--- src/rtl/fetch_queue.sv ---
// rtl/fetch_queue.sv - instruction prefetch unit with in-order memory fetch and a DEPTH-entry queue
module fetch_queue_fifo #(
    parameter int DEPTH = 4,
    parameter int WIDTH = 64,
    localparam int PTR_W = $clog2(DEPTH),
    localparam int CNT_W = $clog2(DEPTH + 1)
) (
    input  logic             clock,
    input  logic             reset,
    input  logic             flush,
    input  logic             in_tvalid,
    input  logic [WIDTH-1:0] in_tdata,
    output logic             out_tvalid,
    output logic [WIDTH-1:0] out_tdata,
    input  logic             out_tready,
    output logic [CNT_W-1:0] count
);
    logic [WIDTH-1:0] store [DEPTH];
    logic [PTR_W-1:0] head;
    logic [PTR_W-1:0] tail;
    logic             push;
    logic             pop;

    assign push       = in_tvalid && !flush;
    assign pop        = out_tvalid && out_tready && !flush;
    assign out_tvalid = (count != '0);
    assign out_tdata  = store[head];

    // Flush only rewinds pointers; storage is zeroed on reset alone.
    always_ff @(posedge clock) begin
        if (reset) begin
            head  <= '0;
            tail  <= '0;
            count <= '0;
            for (int i = 0; i < DEPTH; i++) begin
                store[i] <= '0;
            end
        end else if (flush) begin
            head  <= '0;
            tail  <= '0;
            count <= '0;
        end else begin
            if (push) begin
                store[tail] <= in_tdata;
                tail        <= tail + 1'b1;
            end
            if (pop) begin
                head <= head + 1'b1;
            end
            if (push && !pop) begin
                count <= count + 1'b1;
            end else if (pop && !push) begin
                count <= count - 1'b1;
            end
        end
    end
endmodule

module fetch_queue #(
    parameter int          DEPTH    = 4,
    parameter logic [31:0] RESET_PC = 32'h0000_0000
) (
    input  logic        clock,
    input  logic        reset,
    input  logic        redirect,
    input  logic [31:0] redirect_pc,
    output logic        mem_req,
    output logic [31:0] mem_addr,
    input  logic        mem_gnt,
    input  logic        mem_rvalid,
    input  logic [31:0] mem_rdata,
    output logic        out_valid,
    output logic [31:0] out_pc,
    output logic [31:0] out_inst,
    input  logic        out_ready
);
    localparam int CNT_W = $clog2(DEPTH + 1);

    logic [31:0]      fetch_pc;
    logic [31:0]      resp_pc;
    logic [31:0]      redirect_base;
    logic [CNT_W-1:0] count;
    logic [CNT_W-1:0] outstanding;
    logic [CNT_W-1:0] outstanding_left;
    logic [CNT_W-1:0] drop;
    logic [CNT_W:0]   credit_used;
    logic             grant;
    logic             retire;
    logic             keep;
    logic [63:0]      head_data;

    // Queued plus in-flight instructions never exceed DEPTH, so a kept
    // response always finds a free slot.
    assign credit_used      = {1'b0, count} + {1'b0, outstanding};
    assign mem_req          = !reset && !redirect && (credit_used < (CNT_W + 1)'(DEPTH));
    assign mem_addr         = fetch_pc;
    assign grant            = mem_req && mem_gnt;
    assign retire           = mem_rvalid && (outstanding != '0);
    assign outstanding_left = outstanding - CNT_W'(retire);
    assign keep             = mem_rvalid && (drop == '0) && !redirect;
    assign redirect_base    = redirect_pc & 32'hFFFF_FFFC;

    always_ff @(posedge clock) begin
        if (reset) begin
            fetch_pc    <= RESET_PC;
            resp_pc     <= RESET_PC;
            outstanding <= '0;
            drop        <= '0;
        end else if (redirect) begin
            fetch_pc    <= redirect_base;
            resp_pc     <= redirect_base;
            outstanding <= outstanding_left;
            drop        <= outstanding_left;
        end else begin
            if (grant) begin
                fetch_pc <= fetch_pc + 32'd4;
            end
            if (keep) begin
                resp_pc <= resp_pc + 32'd4;
            end
            outstanding <= outstanding_left + CNT_W'(grant);
            if (mem_rvalid && (drop != '0)) begin
                drop <= drop - 1'b1;
            end
        end
    end

    fetch_queue_fifo #(
        .DEPTH (DEPTH),
        .WIDTH (64)
    ) u_fifo (
        .clock      (clock),
        .reset      (reset),
        .flush      (redirect),
        .in_tvalid  (keep),
        .in_tdata   ({resp_pc, mem_rdata}),
        .out_tvalid (out_valid),
        .out_tdata  (head_data),
        .out_tready (out_ready),
        .count      (count)
    );

    assign out_pc   = head_data[63:32];
    assign out_inst = head_data[31:0];
endmodule

--- config.mk ---
export PLATFORM = sky130hd
export DESIGN_NAME = fetch_queue
export DESIGN_NICKNAME = d
export VERILOG_FILES = /design/src/rtl/fetch_queue.sv
export SDC_FILE = /design/constraint.sdc
export NUM_CORES = 1
export LEC_CHECK = 0
export ABC_AREA = 1
export BUFFER_PORTS_ARGS = -buffer_cell sky130_fd_sc_hd__buf_2
export CAP_MARGIN = 20
export CORE_MARGIN = 3
export CORE_UTILIZATION = 35
export DETAILED_ROUTE_END_ITERATION = 16
export GPL_TIMING_DRIVEN = 1
export SKIP_LAST_GASP = 1
export SLEW_MARGIN = 20
export SYNTH_ARGS = -nofsm -noshare
export SYNTH_HDL_FRONTEND = slang
export SYNTH_HIERARCHICAL = 1
export SYNTH_SLANG_ARGS = --single-unit
--- constraint.sdc ---
create_clock -name clock -period 14.6 [get_ports clock]
set_input_delay 2.19 -clock clock [delete_from_list [all_inputs] [get_ports clock]]
set_output_delay 2.19 -clock clock [all_outputs]
set_load 0.01 [all_outputs]
== After elaboration in Yosys (flattened, before gate mapping) ==
Memories as Yosys holds them, arrays and structs flattened. A register that Yosys moved wholly into a read port is not among the register bits.
Index checks and enable logic that the tools add are counted.
Storage, ports and cells
  bits in writable memories: 256
  memories kept: 1
  bits in registers: 77
  bits of input ports: 70
Cells by class
  add/subtract/negate cells: 10
  reductions and logical operators: 26
  $lt $le $gt $ge: 1
  mux-type cells: 20
Memories
  u_fifo.store: words 4, width 64, rd ports 1, clocked after memory_dff 1, write ports 4, line 18  | logic [WIDTH-1:0] store [DEPTH];
Operator list (number)
  32-bit two-way mux: 4
  32-bit by 3-bit adder with 32-bit output, second input constant: 2
  64-bit two-way mux: 1
  64-bit OR reduction: 1
  3-bit two-way mux: 5
  1-bit logical AND: 12
  3-bit nonzero test: 3
  2-bit nonzero test: 4
  1-bit two-way mux: 7
  2-bit two-way mux: 3
  3-bit by 1-bit subtractor with 3-bit output, second input constant: 2
  2-bit by 1-bit adder with 2-bit output, second input constant: 2
  3-bit by 3-bit adder with 4-bit output: 1
  1-bit zero test: 4
  4-bit by 3-bit < comparator with 1-bit output, second input constant: 1
  3-bit by 1-bit adder with 3-bit output: 1
  3-bit by 1-bit adder with 3-bit output, second input constant: 1
  3-bit zero test: 1
  3-bit by 1-bit subtractor with 3-bit output: 1
  2-bit OR reduction: 1

== Depth between registers and ports, before layout ==
  word-level depth: 10
  gate-level depth with buffers: 16
  gate-level depth less buffers: 15

== Modules after synthesis ==
Netlist, hierarchy kept.
By module, submodules not included
  fetch_queue_fifo: area each 11577.4 sq um, cells each 1033, instances 1
  fetch_queue: area each 4476.8 sq um, cells each 744, instances 1

== Worst setup path after synthesis ==
OpenSTA, ideal clock, no wires.
  path type: input port to flip-flop
  start point: in redirect
  end point: mem u_fifo.store[3][0] (enable)
  stages on the path: 7
  path buffers: 2
  setup slack: 6.167 ns
  data arrival time: 7.852 ns
  library setup time: 0.581 ns
  cell sequence: buf_6 > nor2_1 > clkbuf_1 > inv_1 > nor2_1 > inv_1 > o31ai_1
RTL lines
  from (decl): line 65  | input logic redirect,
  to (decl): line 18

== Worst setup path after layout ==
  start point: in reset
  end point: out mem_req
On the way
  longest elaborated chain between the ends: 3
RTL lines
  from (decl): line 64  | input logic reset,
  1-bit zero test: line 95  | assign mem_req = !reset && !redirect && (credit_used < (CNT_W + 1)'(DEPTH));
  1-bit logical AND (2 in a row): line 95
  to (decl): line 67  | output logic mem_req,
No other way between the ends.

==> impl_results.md <==
* Max_cap viols at 0
* Tot Pwr at 2.164 mW
* Synth top area share at 0.4788
* Post-route ant nets at 0
* Hold depth at 2
* Synth cell types at 43
* Io pins at 168
* Vias in the first global route at 12.40k
* Layout cells sized above 1 at 0.1585
* Crit share post-route at 0.3941
* Hold buffer count at cts at 0
* Ys async rst share at 0
* Clock Latency Late Sink at 0.55 ns
* Area Overhead vs Synth at 14.32%
* Relative max-transition margin at 0.2855
* H-tree Lvls at 2
* Clk buf depth at 3
* Core footprint at 0.04480 mm^2
* Fillers at 4458
* DR vias/cell at 4.997
* Initial antenna violation count at 1
* Yosys reg bits at 331
* Most frequent cells in the layout: nor2_1 (411), nand2_1 (256), edfxtp_1 (256)
* R2r setup slk at 10.97 ns
* Starting Density at 0.3584
* Status: finished, final reports clean
* Post-Syn Area at 0.01605 mm^2
* Cell count after synthesis at 1777
* Commonest non-fill, non-tap cell in the layout: nor2_1
* Area leader, netlist: edfxtp_1
* Largest net degree at the start of global routing at 105
* Worst vdd ir at 0.07291 mV
* Synth warn at 6
* Max FO, Critical Path at 55
* Actual slew at the worst max-slew pin at 1.072 ns
* Synth Flop Type: edfxtp_1
* DR iter-0 viols at 879
* Root Driver: clkbuf_16
* Row count at 77
* Peak Freq at 0.1738 GHz
* Pins Over Slew Limit at 0
* DP HPWL at 25770 um
* GRT Util Overall at 0.1769
* DRC at 0
* Worst-path clk slew at 0.06 ns
* CP startpoint kind: input port
* Cts bufs inserted at 37
* Worst Hold Class: reg2reg
* CP Data Required Time at 12.41 ns
* Die area at 0.04847 mm^2
* Design area at 0.01835 mm^2
* Multi-input logic area at 0.005764 mm^2
* Post-CTS Resized at 0
* Synth top area cells: edfxtp_1 (48%), nor2_1 (9.6%), dfxtp_1 (9.4%), nand2_1 (6.1%), o21ai_0 (5.4%)
* Post-synth EDFFs at 256
* Placed Area at 0.01728 mm^2
* Via count at 12.60k
* Pwr per Cell Area at 117.9 mW/mm^2
* Setup_tns at 0 ns
* Clk sinks at 331
* Hold_ws at 0.4887 ns
* First-pass GRT wire length at 66880 um
* Antenna cells at 0
* RR Startpoint: drop[0]
* WL per Instance at 17.15 um
* Die height at 220.2 um
* Register area at 0.009194 mm^2
* # port buffers at 163
* Final GP Congestion at 0.8786
* Die Wd at 220.2 um
* Worst Setup End Kind: primary output
* Nets at 1985
* Setup Buffers After CTS at 0
* Worst endpoint data arrival time at 3.56 ns
* Post-synthesis sequential area ratio at 0.5724
* Setup-failing EPs final at 0
* Cells on worst reg2reg path at 11
* Final Core Density at 0.4097
* CTS tree: yes
* RSZ-0062 raised after global routing: no
* Min Tclk post-route at 5.754 ns
* Hold endpoint: drop[0]
* Leak at 7.851 nW
* Crit Reg-Reg Endpoint: u_fifo/store[0][12]
* Mean post-synth cell area at 9.034 um^2
* Final WL at 43240 um
* Clock Skew at 0.02169 ns
* Final Hold Viols at 0
* Pre-Repair DR Iteration Count at 5
* Hold_sp: drop[0]
* Gr ovfl total at 0
* Crit path kind: in2out
-- critical path: stages --
cell and delay (ns):
buf_2 0.07, buf_4 0.53, inv_2 0.36, nand2_2 0.18, nor2_4 0.05, buf_2 0.13
-- how the worst max path moves through the flow --
stage | from | end | slack [ns] | depth (start not counted)
2_1_floorplan | redirect | u_fifo/store[3][0] | 6.17 | 7
4_1_cts | reset | mem_req | 8.83 | 6
6_report | reset | mem_req | 8.85 | 6
3_5_place_dp | reset | mem_req | 8.82 | 6
3_3_place_gp | reset | mem_req | 8.81 | 6
5_1_grt | reset | mem_req | 8.75 | 6
-- layer usage --
| metal | share of wire | vias to the layer above | routed length (um) | global-route usage |
|---|---|---|---|---|
| li1 | - | 6156 | - | - |
| met1 | 0.43 | 5963 | 18760 | 0.2335 |
| met2 | 0.47 | 405 | 20290 | 0.2951 |
| met3 | 0.071 | 76 | 3061 | 0.03241 |
| met4 | 0.026 | 2 | 1120 | 0.05881 |
| met5 | 0.00030 | - | 13 | 0 |
-- logic make-up after synthesis --
| group | count (synthesis) | synth area share |
|---|---|---|
| AO/OA/AOI/OAI | 324 | 0.1093 |
| other | 1 | 0.0002336 |
| flip-flops | 331 | 0.5724 |
| AND/OR/NAND/NOR | 822 | 0.2253 |
| XOR/XNOR | 19 | 0.01037 |
| adder cells (fa/ha/maj) | 12 | 0.009820 |
| buffers and inverters | 268 | 0.07264 |
-- layout make-up --
cell class / count / area share
Clock inverter: 16 / 0.005454
Multi-Input combinational cell: 1181 / 0.3141
Timing Repair Buffer: 177 / 0.05018
Tap cell: 592 / 0.04036
Inverter: 175 / 0.03586
Clock buffer: 50 / 0.05311
Sequential cell: 331 / 0.5010
-- stage by stage --
step                setup WS, ns  std cells
global placement           8.814       2456
detailed placement         8.819       2456
finish                     8.846       2522
floorplan                  6.167       1780
global route               8.751       2522
CTS                        8.830       2522
-- registers in the layout, indices dropped and copies added (netlist names), named ones only --
register,count
drop,3
mem_addr,30
outstanding,3
resp_pc,30
u_fifo/count,3
u_fifo/head,2
u_fifo/store,256
u_fifo/tail,2
-- report_power, final --
part | leakage, nW | switching [mW] | internal, mW
Sequential | 3.26 | 0.0353 | 1.06
Combinational | 4.07 | 0.154 | 0.0671
Clock | 0.520 | 0.373 | 0.471
Total | 7.85 | 0.562 | 1.60
-- Yosys cell counts (all sizes together) (3+ instances only) --
library cell  number
o211ai             6
dfxtp             75
clkbuf            53
nand2            312
nand4              9
nor2             422
buf               40
nor3               9
a31oi             14
nand3b             3
a21oi             62
o21ai            173
o22ai             64
xnor2              8
ha                11
edfxtp           256
xor2              11
nand3             62
inv              174
(Power assumes the default switching activity.)
